===== config.mk =====
export PLATFORM = sky130hd
export DESIGN_NAME = fnd_scan_decoder
export DESIGN_NICKNAME = d
export VERILOG_FILES = /design/src/rtl/fnd_pkg.sv /design/src/rtl/fnd_seg_decode.sv /design/src/rtl/fnd_scan_decoder.sv
export SDC_FILE = /design/constraint.sdc
export NUM_CORES = 1
export LEC_CHECK = 0
export CAP_MARGIN = 20
export CORE_MARGIN = 10
export CORE_UTILIZATION = 60
export CTS_BUF_LIST = sky130_fd_sc_hd__clkbuf_2
export CTS_CLUSTER_SIZE = 24
export DETAILED_ROUTE_END_ITERATION = 8
export PLACE_DENSITY = 0.85
export SKIP_LAST_GASP = 1
export SLEW_MARGIN = 5
export SYNTH_ARGS = -nofsm -noshare
export SYNTH_HDL_FRONTEND = slang
export SYNTH_SLANG_ARGS = --single-unit

===== constraint.sdc =====
create_clock -name clk -period 7.2 [get_ports clk]
set_input_delay 0.72 -clock clk [delete_from_list [all_inputs] [get_ports clk]]
set_output_delay 0.72 -clock clk [all_outputs]
set_load 0.03 [all_outputs]

===== src/rtl/fnd_pkg.sv =====
// Shared FND definitions: segment codes, scan-decoder FSM states and widths.
// Segment codes are active-low {g,f,e,d,c,b,a}; the dp bit is handled separately.
package fnd_pkg;

    localparam int unsigned NUM_DIGITS = 4;
    localparam int unsigned DIGIT_W    = 4;
    localparam int unsigned SEG_W      = 7;
    localparam int unsigned VALUE_W    = 14;

    localparam logic [3:0] COM_BLANK   = 4'hF;
    localparam logic [3:0] BCD_INVALID = 4'hF;

    localparam logic [SEG_W-1:0] SEG_0 = 7'h40;
    localparam logic [SEG_W-1:0] SEG_1 = 7'h79;
    localparam logic [SEG_W-1:0] SEG_2 = 7'h24;
    localparam logic [SEG_W-1:0] SEG_3 = 7'h30;
    localparam logic [SEG_W-1:0] SEG_4 = 7'h19;
    localparam logic [SEG_W-1:0] SEG_5 = 7'h12;
    localparam logic [SEG_W-1:0] SEG_6 = 7'h02;
    localparam logic [SEG_W-1:0] SEG_7 = 7'h78;
    localparam logic [SEG_W-1:0] SEG_8 = 7'h00;
    localparam logic [SEG_W-1:0] SEG_9 = 7'h10;
    localparam logic [SEG_W-1:0] SEG_OFF = 7'h7F;

    typedef enum logic [1:0] {
        ST_WAIT_STABLE,
        ST_ACCEPT,
        ST_WAIT_CHANGE
    } fnd_state_t;

    // Encoder used by the FND display drivers; inverse of fnd_seg_decode.
    function automatic logic [SEG_W-1:0] seg_encode(input logic [DIGIT_W-1:0] digit);
        logic [SEG_W-1:0] seg;
        case (digit)
            4'd0:    seg = SEG_0;
            4'd1:    seg = SEG_1;
            4'd2:    seg = SEG_2;
            4'd3:    seg = SEG_3;
            4'd4:    seg = SEG_4;
            4'd5:    seg = SEG_5;
            4'd6:    seg = SEG_6;
            4'd7:    seg = SEG_7;
            4'd8:    seg = SEG_8;
            4'd9:    seg = SEG_9;
            default: seg = SEG_OFF;
        endcase
        return seg;
    endfunction

endpackage


===== src/rtl/fnd_seg_decode.sv =====
// Combinational 7-segment pattern to BCD decoder; unknown patterns give 4'hF with valid low.
module fnd_seg_decode
    import fnd_pkg::*;
(
    input  logic [SEG_W-1:0]   seg,
    output logic [DIGIT_W-1:0] digit,
    output logic               valid
);

    always_comb begin
        digit = BCD_INVALID;
        valid = 1'b1;
        case (seg)
            SEG_0:   digit = 4'd0;
            SEG_1:   digit = 4'd1;
            SEG_2:   digit = 4'd2;
            SEG_3:   digit = 4'd3;
            SEG_4:   digit = 4'd4;
            SEG_5:   digit = 4'd5;
            SEG_6:   digit = 4'd6;
            SEG_7:   digit = 4'd7;
            SEG_8:   digit = 4'd8;
            SEG_9:   digit = 4'd9;
            default: begin
                digit = BCD_INVALID;
                valid = 1'b0;
            end
        endcase
    end

endmodule


===== src/rtl/fnd_scan_decoder.sv =====
// Recovers the four digits shown on a multiplexed FND by sniffing its scan lines,
// debouncing each digit/segment pair and publishing complete frames as BCD and binary.
module fnd_scan_decoder
    import fnd_pkg::*;
#(
    parameter int unsigned SETTLE_CYCLES  = 4,
    parameter int unsigned TIMEOUT_CYCLES = 1_000_000
) (
    input  logic                           clk,
    input  logic                           reset,
    input  logic [3:0]                     fnd_com,
    input  logic [7:0]                     fnd_data,
    output logic [NUM_DIGITS*DIGIT_W-1:0]  bcd,
    output logic [NUM_DIGITS-1:0]          dp,
    output logic [VALUE_W-1:0]             value,
    output logic                           frame_valid,
    output logic                           frame_err,
    output logic                           com_err
);

    localparam int unsigned SETTLE_W = $clog2(SETTLE_CYCLES + 1);
    localparam int unsigned TMO_W    = $clog2(TIMEOUT_CYCLES + 1);
    localparam logic [11:0] PAIR_IDLE = {COM_BLANK, 8'hFF};

    logic [11:0]                      in_q;
    logic [11:0]                      samp_q;
    logic [11:0]                      acc_q;
    logic [SETTLE_W-1:0]              settle_cnt;
    fnd_state_t                       state;

    logic [NUM_DIGITS*DIGIT_W-1:0]    sh_bcd;
    logic [NUM_DIGITS-1:0]            sh_dp;
    logic [NUM_DIGITS-1:0]            mask;
    logic [NUM_DIGITS-1:0]            inval;
    logic                             complete_q;
    logic [TMO_W-1:0]                 idle_cnt;

    logic [3:0]                       samp_com;
    logic                             stable;
    logic                             com_onehot;
    logic [1:0]                       slot;
    logic [NUM_DIGITS-1:0]            mask_set;
    logic                             accept_now;
    logic                             store_now;
    logic [DIGIT_W-1:0]               dec_digit;
    logic                             dec_valid;
    logic [VALUE_W-1:0]               value_c;

    fnd_seg_decode u_seg_decode (
        .seg   (samp_q[SEG_W-1:0]),
        .digit (dec_digit),
        .valid (dec_valid)
    );

    assign samp_com   = samp_q[11:8];
    assign stable     = (settle_cnt == SETTLE_W'(SETTLE_CYCLES));
    assign com_onehot = $onehot(~samp_com);
    assign accept_now = (state == ST_WAIT_STABLE) && stable && (samp_com != COM_BLANK);
    assign store_now  = accept_now && com_onehot;
    assign mask_set   = mask | (NUM_DIGITS'(1) << slot);

    always_comb begin
        slot = '0;
        case (samp_com)
            4'b1110: slot = 2'd0;
            4'b1101: slot = 2'd1;
            4'b1011: slot = 2'd2;
            4'b0111: slot = 2'd3;
            default: slot = '0;
        endcase
    end

    always_comb begin
        value_c = VALUE_W'(sh_bcd[15:12]) * VALUE_W'(1000)
                + VALUE_W'(sh_bcd[11:8])  * VALUE_W'(100)
                + VALUE_W'(sh_bcd[7:4])   * VALUE_W'(10)
                + VALUE_W'(sh_bcd[3:0]);
    end

    always_ff @(posedge clk) begin
        if (reset) begin
            // Sampler starts at the blanked pair so a held reset value never looks like a stable illegal com.
            in_q        <= PAIR_IDLE;
            samp_q      <= PAIR_IDLE;
            acc_q       <= PAIR_IDLE;
            settle_cnt  <= '0;
            state       <= ST_WAIT_STABLE;
            sh_bcd      <= '0;
            sh_dp       <= '0;
            mask        <= '0;
            inval       <= '0;
            complete_q  <= 1'b0;
            idle_cnt    <= '0;
            bcd         <= '0;
            dp          <= '0;
            value       <= '0;
            frame_valid <= 1'b0;
            frame_err   <= 1'b0;
            com_err     <= 1'b0;
        end else begin
            in_q   <= {fnd_com, fnd_data};
            samp_q <= in_q;
            if (in_q == samp_q) begin
                if (!stable) begin
                    settle_cnt <= settle_cnt + 1'b1;
                end
            end else begin
                settle_cnt <= SETTLE_W'(1);
            end

            frame_valid <= 1'b0;
            frame_err   <= 1'b0;
            com_err     <= 1'b0;
            complete_q  <= 1'b0;

            case (state)
                ST_WAIT_STABLE: begin
                    if (accept_now) begin
                        state   <= ST_ACCEPT;
                        acc_q   <= samp_q;
                        com_err <= ~com_onehot;
                    end
                end
                ST_ACCEPT: begin
                    state <= ST_WAIT_CHANGE;
                end
                ST_WAIT_CHANGE: begin
                    if (samp_q != acc_q) begin
                        state <= ST_WAIT_STABLE;
                    end
                end
                default: begin
                    state <= ST_WAIT_STABLE;
                end
            endcase

            // Completion is handled one cycle after the last store, so it can never share a cycle with a store or com_err.
            if (complete_q) begin
                if (inval == '0) begin
                    bcd         <= sh_bcd;
                    dp          <= sh_dp;
                    value       <= value_c;
                    frame_valid <= 1'b1;
                end else begin
                    frame_err   <= 1'b1;
                end
                mask     <= '0;
                inval    <= '0;
                idle_cnt <= '0;
            end else if (store_now) begin
                sh_bcd[slot*DIGIT_W +: DIGIT_W] <= dec_digit;
                sh_dp[slot]                     <= ~samp_q[7];
                inval[slot]                     <= ~dec_valid;
                mask                            <= mask_set;
                complete_q                      <= (mask_set == '1);
                idle_cnt                        <= '0;
            end else if (mask != '0) begin
                if (idle_cnt == TMO_W'(TIMEOUT_CYCLES - 1)) begin
                    mask     <= '0;
                    inval    <= '0;
                    idle_cnt <= '0;
                end else begin
                    idle_cnt <= idle_cnt + 1'b1;
                end
            end
        end
    end

endmodule

==> results of run 1 <==
==> sequential cells by signal, indices dropped and copies added, names as in the netlist <==
| name | cells |
|---|---|
| mask | 4 |
| acc_q | 12 |
| dp | 4 |
| samp_q | 12 |
| in_q | 12 |
| state | 2 |
| frame_err | 1 |
| value | 13 |
| complete_q | 1 |
| com_err | 1 |
| settle_cnt | 3 |
| bcd | 16 |
| inval | 4 |
| sh_bcd | 16 |
| idle_cnt | 20 |
| frame_valid | 1 |
| sh_dp | 4 |
==> power by group through the flow <==
stage	sequential (uW)	combinational (uW)	clock, uW
finish	715	58.0	591
global route	717	64.7	628
CTS	715	58.0	604
detailed placement	729	57.4	0
global placement	728	55.3	0
floorplan	722	48.2	0
==> cell usage in the layout (no fill, tap or decap), types with 3 or more instances in the layout <==
cell type,count
a31oi_1,3
nand4_1,7
xnor2_1,29
nand4b_1,3
dfxtp_1,126
nand2_1,112
mux2i_1,6
a211oi_1,4
bufinv_16,6
a21o_1,3
nor3_1,9
nor2b_1,7
inv_6,4
clkdlybuf4s50_1,49
nor4_1,7
clkbuf_2,17
nand3b_1,16
nor3b_1,3
clkinv_4,4
a22oi_1,13
o21ai_0,9
nor4_2,3
or2_0,3
xor2_1,29
a21oi_1,53
nand3_1,22
o21ai_1,3
or4_1,4
nor2_1,69
buf_4,3
inv_1,49
or2_2,27
ha_1,64
a211o_1,5
o21a_1,3
and3_1,4
fa_1,18
==> stage by stage <==
| stage | instance area (um2) | total power [uW] |
|---|---|---|
| final | 7730 | 1360 |
| after global routing | 7730 | 1410 |
| after CTS | 7730 | 1380 |
| after detailed placement | 7390 | 786 |
| after global placement | 7390 | 784 |
| after floorplan | 6860 | 770 |
==> metal layers <==
metal  track usage (%)  part of all wire (%)
met5                 0                     0
met4              8.51                   2.2
met3              4.75                   4.6
met2              30.8                    50
met1              20.7                    43
==> cells by family (layout without fill, tap and decap cells) <==
family,Yosys count,after routing
simple gates,310,310
flops,126,126
compound gates,110,110
buf+inv,87,135
fa+ha+maj,82,82
xor+xnor,58,58
mux,7,7
==> how the worst max path moves through the flow <==
stage	startpoint	end	slack, ns	cells after the start
2_1_floorplan	sh_bcd[13]$_SDFFE_PP0P_	value[12]$_SDFFE_PP0P_	3.01	18
3_3_place_gp	sh_bcd[14]$_SDFFE_PP0P_	value[12]$_SDFFE_PP0P_	2.87	18
3_5_place_dp	sh_bcd[14]$_SDFFE_PP0P_	value[12]$_SDFFE_PP0P_	2.61	18
4_1_cts	sh_bcd[14]$_SDFFE_PP0P_	value[12]$_SDFFE_PP0P_	2.56	18
5_1_grt	sh_bcd[14]$_SDFFE_PP0P_	value[12]$_SDFFE_PP0P_	2.18	18
6_report	sh_bcd[14]$_SDFFE_PP0P_	value[12]$_SDFFE_PP0P_	2.49	18
==> worst reg2reg max path, stage by stage, from the launching register on <==
cell and delay [ns]:
dfxtp_1 0.45, fa_1 0.61, inv_1 0.10, fa_1 0.51, inv_1 0.04, ha_1 0.33, nor2b_1 0.15, o21ai_0 0.22
nand2_1 0.11, xnor2_1 0.14, ha_1 0.30, ha_1 0.30, ha_1 0.35, a21oi_1 0.28, nand2_1 0.10, a21o_1 0.21
o41ai_1 0.08, xor2_1 0.12, a211oi_1 0.23
==> cell type report <==
class / instances / share of cell area [%]
Clock inverter: 15 / 3.33
Clock buffer: 17 / 1.10
Inverter: 50 / 2.43
Timing Repair Buffer: 53 / 6.70
Sequential cell: 126 / 32.6
Tap cell: 140 / 2.27
Multi-Input combinational cell: 567 / 51.6
==> results.sh, run 1 <==
export IMPL_rsz0062_at_grt="no"
export IMPL_detail_route_iter0_violations=487
export IMPL_synth_compound_area_share_pct=10.1
export IMPL_die_area_um2=16100
export IMPL_antenna_found_initial=0
export IMPL_synthMuxAreaShare_pct=1.04
export IMPL_root_buffer="clkbuf_2"
export IMPL_synth_area_leaders="dfxtp_1, ha_1, nand2_1, fa_1, a21oi_1"
export IMPL_tns_ns=0
export IMPL_coreArea_um2=11000
export IMPL_switching_share_pct=24.0
export IMPL_ys_seq_elements=126
export IMPL_yosysTopAreaCellShare_pct=36.8
export IMPL_hold_viol=0
export IMPL_syn_inst=780
export IMPL_fill_cells=851
export IMPL_crit_path_end_kind="register"
export IMPL_wl_um=14300
export IMPL_fin_crit_ns=4.71
export IMPL_finalSetupViolations=0
export IMPL_peakVddDrop_mv=0.186
export IMPL_p_leak_uw=0.00323
export IMPL_synth_ff_type="dfxtp_1"
export IMPL_drc=0
export IMPL_worstSkewPairLatency_ns=0.75
export IMPL_place_gp_congestion=0.849
export IMPL_rr_endpoint="value[12]$_SDFFE_PP0P_"
export IMPL_fin_util_pct=70.1
export IMPL_io_pins=51
export IMPL_hpwl_um=10700
export IMPL_r2r_slack_ns=2.49
export IMPL_crit_fanout=8
export IMPL_yosys_area_top_type="dfxtp_1"
export IMPL_yosysWarnings=0
export IMPL_start_util_pct=62.2
export IMPL_seq_area_frac_synth_pct=36.8
export IMPL_rows=38
export IMPL_internal_power_uw=1040
export IMPL_drive_gt1_share_pct=9.42
export IMPL_grt_max_degree=102
export IMPL_cts_sinks=126
export IMPL_outcome="complete, no violations"
export IMPL_area_growth_pct=12.8
export IMPL_final_nets=911
export IMPL_cts_resized=0
export IMPL_timing_fmax_mhz=212
export IMPL_p_per_area_nw_per_um2=176
export IMPL_whs_path_depth=2
export IMPL_ys_types=57
export IMPL_synthAdderAreaFrac_pct=16.9
export IMPL_crit_arrival_ns=5.38
export IMPL_syn_num_nets=876
export IMPL_async_reset_ff_share_pct=0
export IMPL_via_count=5409
export IMPL_min_to="dp[2]$_SDFFE_PP0P_"
export IMPL_synth_xor_area_share_pct=7.41
export IMPL_critPathTopFamily="adder cells"
export IMPL_r2r_cells=18
export IMPL_wl_per_cell_um=14.8
export IMPL_yosys_top_cells_count="dfxtp_1, nand2_1, nor2_1, ha_1, a21oi_1"
export IMPL_cts_tree="built"
export IMPL_grt_total_usage_pct=18.1
export IMPL_power_frac_comb_pct=4.3
export IMPL_path_common_cell="ha_1"
export IMPL_multi_input_area_um2=3990
export IMPL_post_synth_cell_area_avg_um2=8.79
export IMPL_relSlewSlack_pct=38.6
export IMPL_grt_ovfl_total=0
export IMPL_path_class="reg -> reg"
export IMPL_critPathRequiredTime_ns=7.87
export IMPL_diodes=0
export IMPL_hold_ws_ns=0.440
export IMPL_cts_hold_fix_buffers=0
export IMPL_seqCellArea_um2=2520
export IMPL_grt_pass1_wl_um=24700
export IMPL_worst_pin_slew_ns=0.921
export IMPL_slew_viol_final=0
export IMPL_ant_nets=0
export IMPL_path_clk_slew_ns=0.22
export IMPL_p_clk_share_pct=43.3
export IMPL_fin_cells=968
export IMPL_p_seq_share_pct=52.4
export IMPL_crit_chain="fa_1 -> inv_1 -> fa_1 -> inv_1 -> ha_1 -> nor2b_1 -> o21ai_0 -> nand2_1 -> xnor2_1 -> ha_1 -> ha_1 -> ha_1 -> a21oi_1 -> nand2_1 -> a21o_1 -> o41ai_1 -> xor2_1 -> a211oi_1"
export IMPL_period_share_pct=65.4
export IMPL_hp_start="sh_dp[2]$_SDFFE_PP0P_"
export IMPL_firstDrtPassIters=4
export IMPL_h_tree_depth=4
export IMPL_critPathSlowestCell="fa_1"
export IMPL_cts_setup_buffers=0
export IMPL_dp_cells=936
export IMPL_hold_class="reg -> reg"
export IMPL_vias_per_cell=5.59
export IMPL_r2r_start="sh_bcd[14]$_SDFFE_PP0P_"
export IMPL_finalWorstSetupSlack_ns=2.49
export IMPL_synth_edff_count=0
export IMPL_crit_path_start_kind="register"
export IMPL_critPathMaxStageDelay_ns=0.61
export IMPL_power_switching_uw=328
export IMPL_yosysMostFrequentCell="dfxtp_1"
export IMPL_finClkSkew_ns=0.0370
export IMPL_grt_pass1_vias=5467
export IMPL_crit_buf_inv=2
export IMPL_die_w_um=127
export IMPL_yosys_area_share_simple_pct=22.7
export IMPL_cts_buffers=17
export IMPL_io_buffers=50
export IMPL_max_clock_path_buffers=2
export IMPL_synth_top_family_by_area="simple AND/OR/NAND/NOR gates"
export IMPL_die_h_um=127
export IMPL_syn_area_um2=6860
export IMPL_maxCapViolCount=0
export IMPL_pre_cts_ws_ns=2.61
(Power assumes the default switching activity.)
==> inputs of run 2 (changes only) <==
- clock period: 7.2 -> 4.7 ns (I/O delays scaled with it)
==> results.sh, run 2 (synthesis results as in run 1) <==
export IMPL_crit_fanout=7
export IMPL_critPathLaunch="sh_bcd[13]$_SDFFE_PP0P_"
export IMPL_relSlewSlack_pct=32.5
export IMPL_crit_path_start_kind="register"
export IMPL_crit_cells=18
export IMPL_drc=0
export IMPL_hold_ws_ns=0.307
export IMPL_final_nets=912
export IMPL_die_h_um=127
export IMPL_finalSetupViolations=0
export IMPL_wl_per_cell_um=14.9
export IMPL_ant_nets=0
export IMPL_crit_buf_inv=2
export IMPL_rows=38
export IMPL_r2r_start="sh_bcd[13]$_SDFFE_PP0P_"
export IMPL_detail_route_iter0_violations=445
export IMPL_start_util_pct=62.2
export IMPL_peakVddDrop_mv=0.244
export IMPL_final_common_cell="dfxtp_1"
export IMPL_hpwl_um=10900
export IMPL_root_buffer="clkbuf_2"
export IMPL_largestRegisters="idle_cnt: 20 flops, bcd: 16 flops, sh_bcd: 16 flops"
export IMPL_cts_tree="built"
export IMPL_cts_buffers=17
export IMPL_largest_register_ffs=20
export IMPL_top_register="idle_cnt"
export IMPL_grt_ovfl_total=0
export IMPL_hold_viol=0
export IMPL_wl_um=14500
export IMPL_h_tree_depth=4
export IMPL_maxCapViolCount=0
export IMPL_finClkSkew_ns=0.0274
export IMPL_worst_pin_slew_ns=1.01
export IMPL_hold_class="in -> reg"
export IMPL_grt_pass1_wl_um=25100
export IMPL_crit_arrival_ns=5.10
export IMPL_dp_cells=937
export IMPL_die_w_um=127
export IMPL_grt_max_degree=59
export IMPL_path_common_cell="ha_1"
export IMPL_vias_per_cell=5.63
export IMPL_timing_fmax_mhz=224
export IMPL_p_per_area_nw_per_um2=234
export IMPL_place_gp_congestion=0.876
export IMPL_firstDrtPassIters=7
export IMPL_critPathRequiredTime_ns=5.33
export IMPL_rsz0062_at_grt="no"
export IMPL_path_class="reg -> reg"
export IMPL_cts_sinks=126
export IMPL_coreArea_um2=11000
export IMPL_critPathTopFamily="adder cells"
export IMPL_fin_cells=970
export IMPL_path_clk_slew_ns=0.19
export IMPL_r2r_cells=18
export IMPL_io_buffers=50
export IMPL_fin_crit_ns=4.47
export IMPL_drive_gt1_share_pct=10.3
export IMPL_worstSetupEndpoint="value[12]$_SDFFE_PP0P_"
export IMPL_io_pins=51
export IMPL_critPathMaxStageDelay_ns=0.61
export IMPL_critPathSlowestCell="fa_1"
export IMPL_antenna_found_initial=1
export IMPL_grt_pass1_vias=5552
export IMPL_period_share_pct=95.0
export IMPL_tns_ns=0
export IMPL_crit_chain="fa_1 -> inv_1 -> fa_1 -> inv_1 -> ha_1 -> nor2b_1 -> o21ai_2 -> nand2_1 -> xnor2_1 -> ha_1 -> ha_1 -> ha_1 -> a21oi_2 -> nand2_1 -> a21o_1 -> o41ai_1 -> xor2_1 -> a211oi_1"
export IMPL_cts_hold_fix_buffers=0
export IMPL_grt_total_usage_pct=18.3
export IMPL_die_area_um2=16100
export IMPL_worstSkewPairLatency_ns=0.70
export IMPL_rr_endpoint="value[12]$_SDFFE_PP0P_"
export IMPL_r2r_slack_ns=0.23
export IMPL_slew_viol_final=0
export IMPL_outcome="complete, no violations"
export IMPL_p_leak_uw=0.00317
export IMPL_max_clock_path_buffers=2
export IMPL_mostFrequentLayoutCells="dfxtp_1, nand2_1, nor2_1"
export IMPL_via_count=5457
export IMPL_area_growth_pct=11.2
export IMPL_crit_path_end_kind="register"
run 2: worst reg2reg max path: stages (launching register included):
cell,delay (ns)
dfxtp_4,0.41
fa_1,0.61
inv_1,0.10
fa_1,0.51
inv_1,0.05
ha_1,0.33
nor2b_1,0.17
o21ai_2,0.13
nand2_1,0.08
xnor2_1,0.13
ha_1,0.30
ha_1,0.30
ha_1,0.36
a21oi_2,0.22
nand2_1,0.09
a21o_1,0.19
o41ai_1,0.08
xor2_1,0.12
a211oi_1,0.23
run 2: layout make-up:
class                           instances  area [um2]
Timing Repair Buffer                   54         526
Clock inverter                         14         120
Fill cell                             879        3400
Clock buffer                           18        90.1
Sequential cell                       126        2530
Tap cell                              140         175
Inverter                               50         188
Antenna cell                            1        2.50
Multi-Input combinational cell        567        4000
run 2: power by group:
part	internal [uW]	switching, uW
clock	191	410
sequential	1080	15.4
combinational	40.4	48.0
total	1310	474
run 2: worst min path at each step:
stage	startpoint	to	slack [ns]	cells past startpoint
5_1_grt	fnd_data[4]	in_q[4]$_SDFF_PP1_	0.24	2
3_3_place_gp	in_q[9]$_SDFF_PP1_	samp_q[9]$_SDFF_PP1_	0.44	1
4_1_cts	fnd_data[7]	in_q[7]$_SDFF_PP1_	0.24	2
2_1_floorplan	sh_dp[1]$_SDFFE_PP0P_	sh_dp[1]$_SDFFE_PP0P_	0.43	2
6_report	fnd_data[7]	in_q[7]$_SDFF_PP1_	0.31	2
3_5_place_dp	value[6]$_SDFFE_PP0P_	value[6]$_SDFFE_PP0P_	0.44	2
run 2: per-layer routing:
metal  global-route usage, %  routed length [um]  share of wire [%]  vias up
li1                        -                   -                  -     2693
met4                    7.23                 337                2.3        0
met3                    4.87                 691                4.8       34
met2                    32.4                7280                 50      151
met1                    20.5                6170                 43     2579
met5                       0                   0                  0        -
run 2: timing repair:
item | CTS | global route
resized for setup | 0 | 10
setup buffers | 0 | 0
setup endpoints to repair | 0 | 3
run 2: through the flow:
| stage | utilization (%) | worst slack, ns | cell area, um2 | power (uW) |
|---|---|---|---|---|
| final | 69.2 | 0.233 | 7630 | 1780 |
| after global routing | 69.2 | 0.0427 | 7630 | 1860 |
| after CTS | 69.0 | 0.0308 | 7610 | 1800 |
| after detailed placement | 67.1 | 0.0773 | 7400 | 1210 |
| after global placement | 67.1 | 0.363 | 7400 | 1200 |
| after floorplan | - | 0.506 | 6860 | 1180 |
==> inputs of run 3 (changes only) <==
- CELL_PAD_IN_SITES_DETAIL_PLACEMENT: unset -> 0
- CELL_PAD_IN_SITES_GLOBAL_PLACEMENT: unset -> 2
- CORE_MARGIN: 10 -> 1
- CORE_UTILIZATION: 60 -> 38
- PLACE_DENSITY: 0.85 -> 0.87
==> results.sh, run 3 (synthesis results as in run 1) <==
export IMPL_detail_route_iter0_violations=282
export IMPL_slew_viol_final=0
export IMPL_worst_pin_slew_ns=0.946
export IMPL_cts_tree="built"
export IMPL_timing_fmax_mhz=226
export IMPL_cts_sinks=126
export IMPL_grt_use_met2_pct=28.1
export IMPL_switching_share_pct=30.0
export IMPL_busiest_layer="met2"
export IMPL_hold_ws_ns=0.211
export IMPL_via_count=5236
export IMPL_internal_power_uw=1280
export IMPL_drive_gt1_share_pct=10.0
export IMPL_finClkSkew_ns=0.0303
export IMPL_p_clk_share_pct=35.5
export IMPL_path_common_cell="ha_1"
export IMPL_path_clk_slew_ns=0.22
export IMPL_power_switching_uw=551
export IMPL_area_growth_pct=13.0
export IMPL_drc=0
export IMPL_crit_chain="fa_1 -> inv_1 -> fa_1 -> inv_1 -> ha_1 -> nor2b_1 -> o21ai_1 -> nand2_1 -> xnor2_1 -> ha_1 -> ha_1 -> ha_1 -> a21oi_2 -> nand2_1 -> a21o_1 -> o41ai_1 -> xor2_1 -> a211oi_1"
export IMPL_start_util_pct=39.2
export IMPL_largestRegisters="idle_cnt: 20 flops, bcd: 16 flops, sh_bcd: 16 flops"
export IMPL_maxCapViolCount=0
export IMPL_hpwl_um=10600
export IMPL_p_seq_share_pct=59.7
export IMPL_largest_register_ffs=20
export IMPL_die_area_um2=18600
export IMPL_rsz0062_at_grt="no"
export IMPL_period_share_pct=93.9
export IMPL_final_nets=913
export IMPL_critPathTopFamily="adder cells"
export IMPL_cts_setup_buffers=0
export IMPL_relSlewSlack_pct=36.7
export IMPL_outcome="complete, no violations"
export IMPL_crit_buf_inv=2
export IMPL_grt_max_degree=75
export IMPL_critPathSlowestCell="fa_1"
export IMPL_ant_nets=0
export IMPL_root_buffer="clkbuf_2"
export IMPL_cts_buffers=17
export IMPL_antenna_found_initial=1
export IMPL_hold_class="in -> reg"
export IMPL_grt_pass1_vias=5184
export IMPL_mostFrequentLayoutCells="dfxtp_1, nand2_1, nor2_1"
export IMPL_h_tree_depth=4
export IMPL_wl_um=14400
export IMPL_fin_crit_ns=4.42
export IMPL_place_area_um2=7510
export IMPL_io_pins=51
export IMPL_worstSkewPairLatency_ns=0.72
export IMPL_vias_per_cell=4.96
export IMPL_coreArea_um2=17500
export IMPL_dp_cells=1023
export IMPL_crit_arrival_ns=5.07
export IMPL_cts_resized=0
export IMPL_place_gp_congestion=0.807
export IMPL_cts_hold_fix_buffers=0
export IMPL_tns_ns=0
export IMPL_crit_path_start_kind="register"
export IMPL_die_w_um=136
export IMPL_max_clock_path_buffers=2
export IMPL_final_common_cell="dfxtp_1"
export IMPL_firstDrtPassIters=4
export IMPL_grt_util_met3_pct=4.40
export IMPL_crit_path_end_kind="register"
export IMPL_finalInstanceArea_um2=7750
export IMPL_die_h_um=136
export IMPL_rows=48
export IMPL_critPathRequiredTime_ns=5.36
export IMPL_power_frac_comb_pct=4.8
export IMPL_grt_ovfl_total=0
export IMPL_p_per_area_nw_per_um2=237
export IMPL_p_total_uw=1840
export IMPL_critPathMaxStageDelay_ns=0.61
export IMPL_crit_fanout=7
export IMPL_fin_cells=1056
export IMPL_io_buffers=50
export IMPL_grt_pass1_wl_um=24300
export IMPL_p_leak_uw=0.00318
export IMPL_gr_usage_met1_pct=20.2
export IMPL_wl_per_cell_um=13.6
export IMPL_top_register="idle_cnt"
export IMPL_finalSetupViolations=0
export IMPL_hold_viol=0
export IMPL_path_class="reg -> reg"
export IMPL_grt_total_usage_pct=16.7
export IMPL_peakVddDrop_mv=0.179
run 3: per-stage QoR:
stage	util, %	worst slack [ns]
floorplan	-	0.506
global placement	43.0	0.335
detailed placement	43.0	0.162
CTS	44.3	0.0972
global route	44.3	0.0254
finish	44.3	0.285
run 3: path summary, 6_finish.rpt:
check	to	depth (start not counted)	slack, ns	start
worst max-delay path	value[12]$_SDFFE_PP0P_	18	0.28	sh_bcd[13]$_SDFFE_PP0P_
worst min-delay path	value[7]$_SDFFE_PP0P_	2	0.21	reset
worst max register to register	value[12]$_SDFFE_PP0P_	18	0.28	sh_bcd[13]$_SDFFE_PP0P_
worst min register to register	dp[2]$_SDFFE_PP0P_	2	0.47	sh_dp[2]$_SDFFE_PP0P_
run 3: routing by layer:
layer  part of all wire [%]  vias to the layer above
met5                      0                        -
met4                    1.7                        0
met3                    3.3                       16
met2                     49                       73
met1                     46                     2468
li1                       -                     2679
run 3: worst reg2reg max path, stage by stage (launching register included):
cell      delay, ns
dfxtp_4        0.43
fa_1           0.61
inv_1          0.10
fa_1           0.51
inv_1          0.04
ha_1           0.32
nor2b_1        0.16
o21ai_1        0.16
nand2_1        0.09
xnor2_1        0.13
ha_1           0.30
ha_1           0.30
ha_1           0.36
a21oi_2        0.20
nand2_1        0.07
a21o_1         0.18
o41ai_1        0.07
xor2_1         0.11
a211oi_1       0.22
run 3: power groups by stage:
stage	Combinational, uW	Clock (uW)	Sequential [uW]
2_1_floorplan	73.8	0	1110
3_3_place_gp	88.3	0	1120
3_5_place_dp	90.1	0	1120
4_1_cts	90.2	687	1100
5_1_grt	99.8	737	1100
6_report	88.5	651	1100
run 3: layout make-up:
type	instances	area, um2
Clock inverter	15	140
Antenna cell	1	2.50
Timing Repair Buffer	55	533
Fill cell	1711	9730
Clock buffer	17	85.1
Multi-Input combinational cell	567	3990
Sequential cell	126	2530
Tap cell	225	282
Inverter	50	188
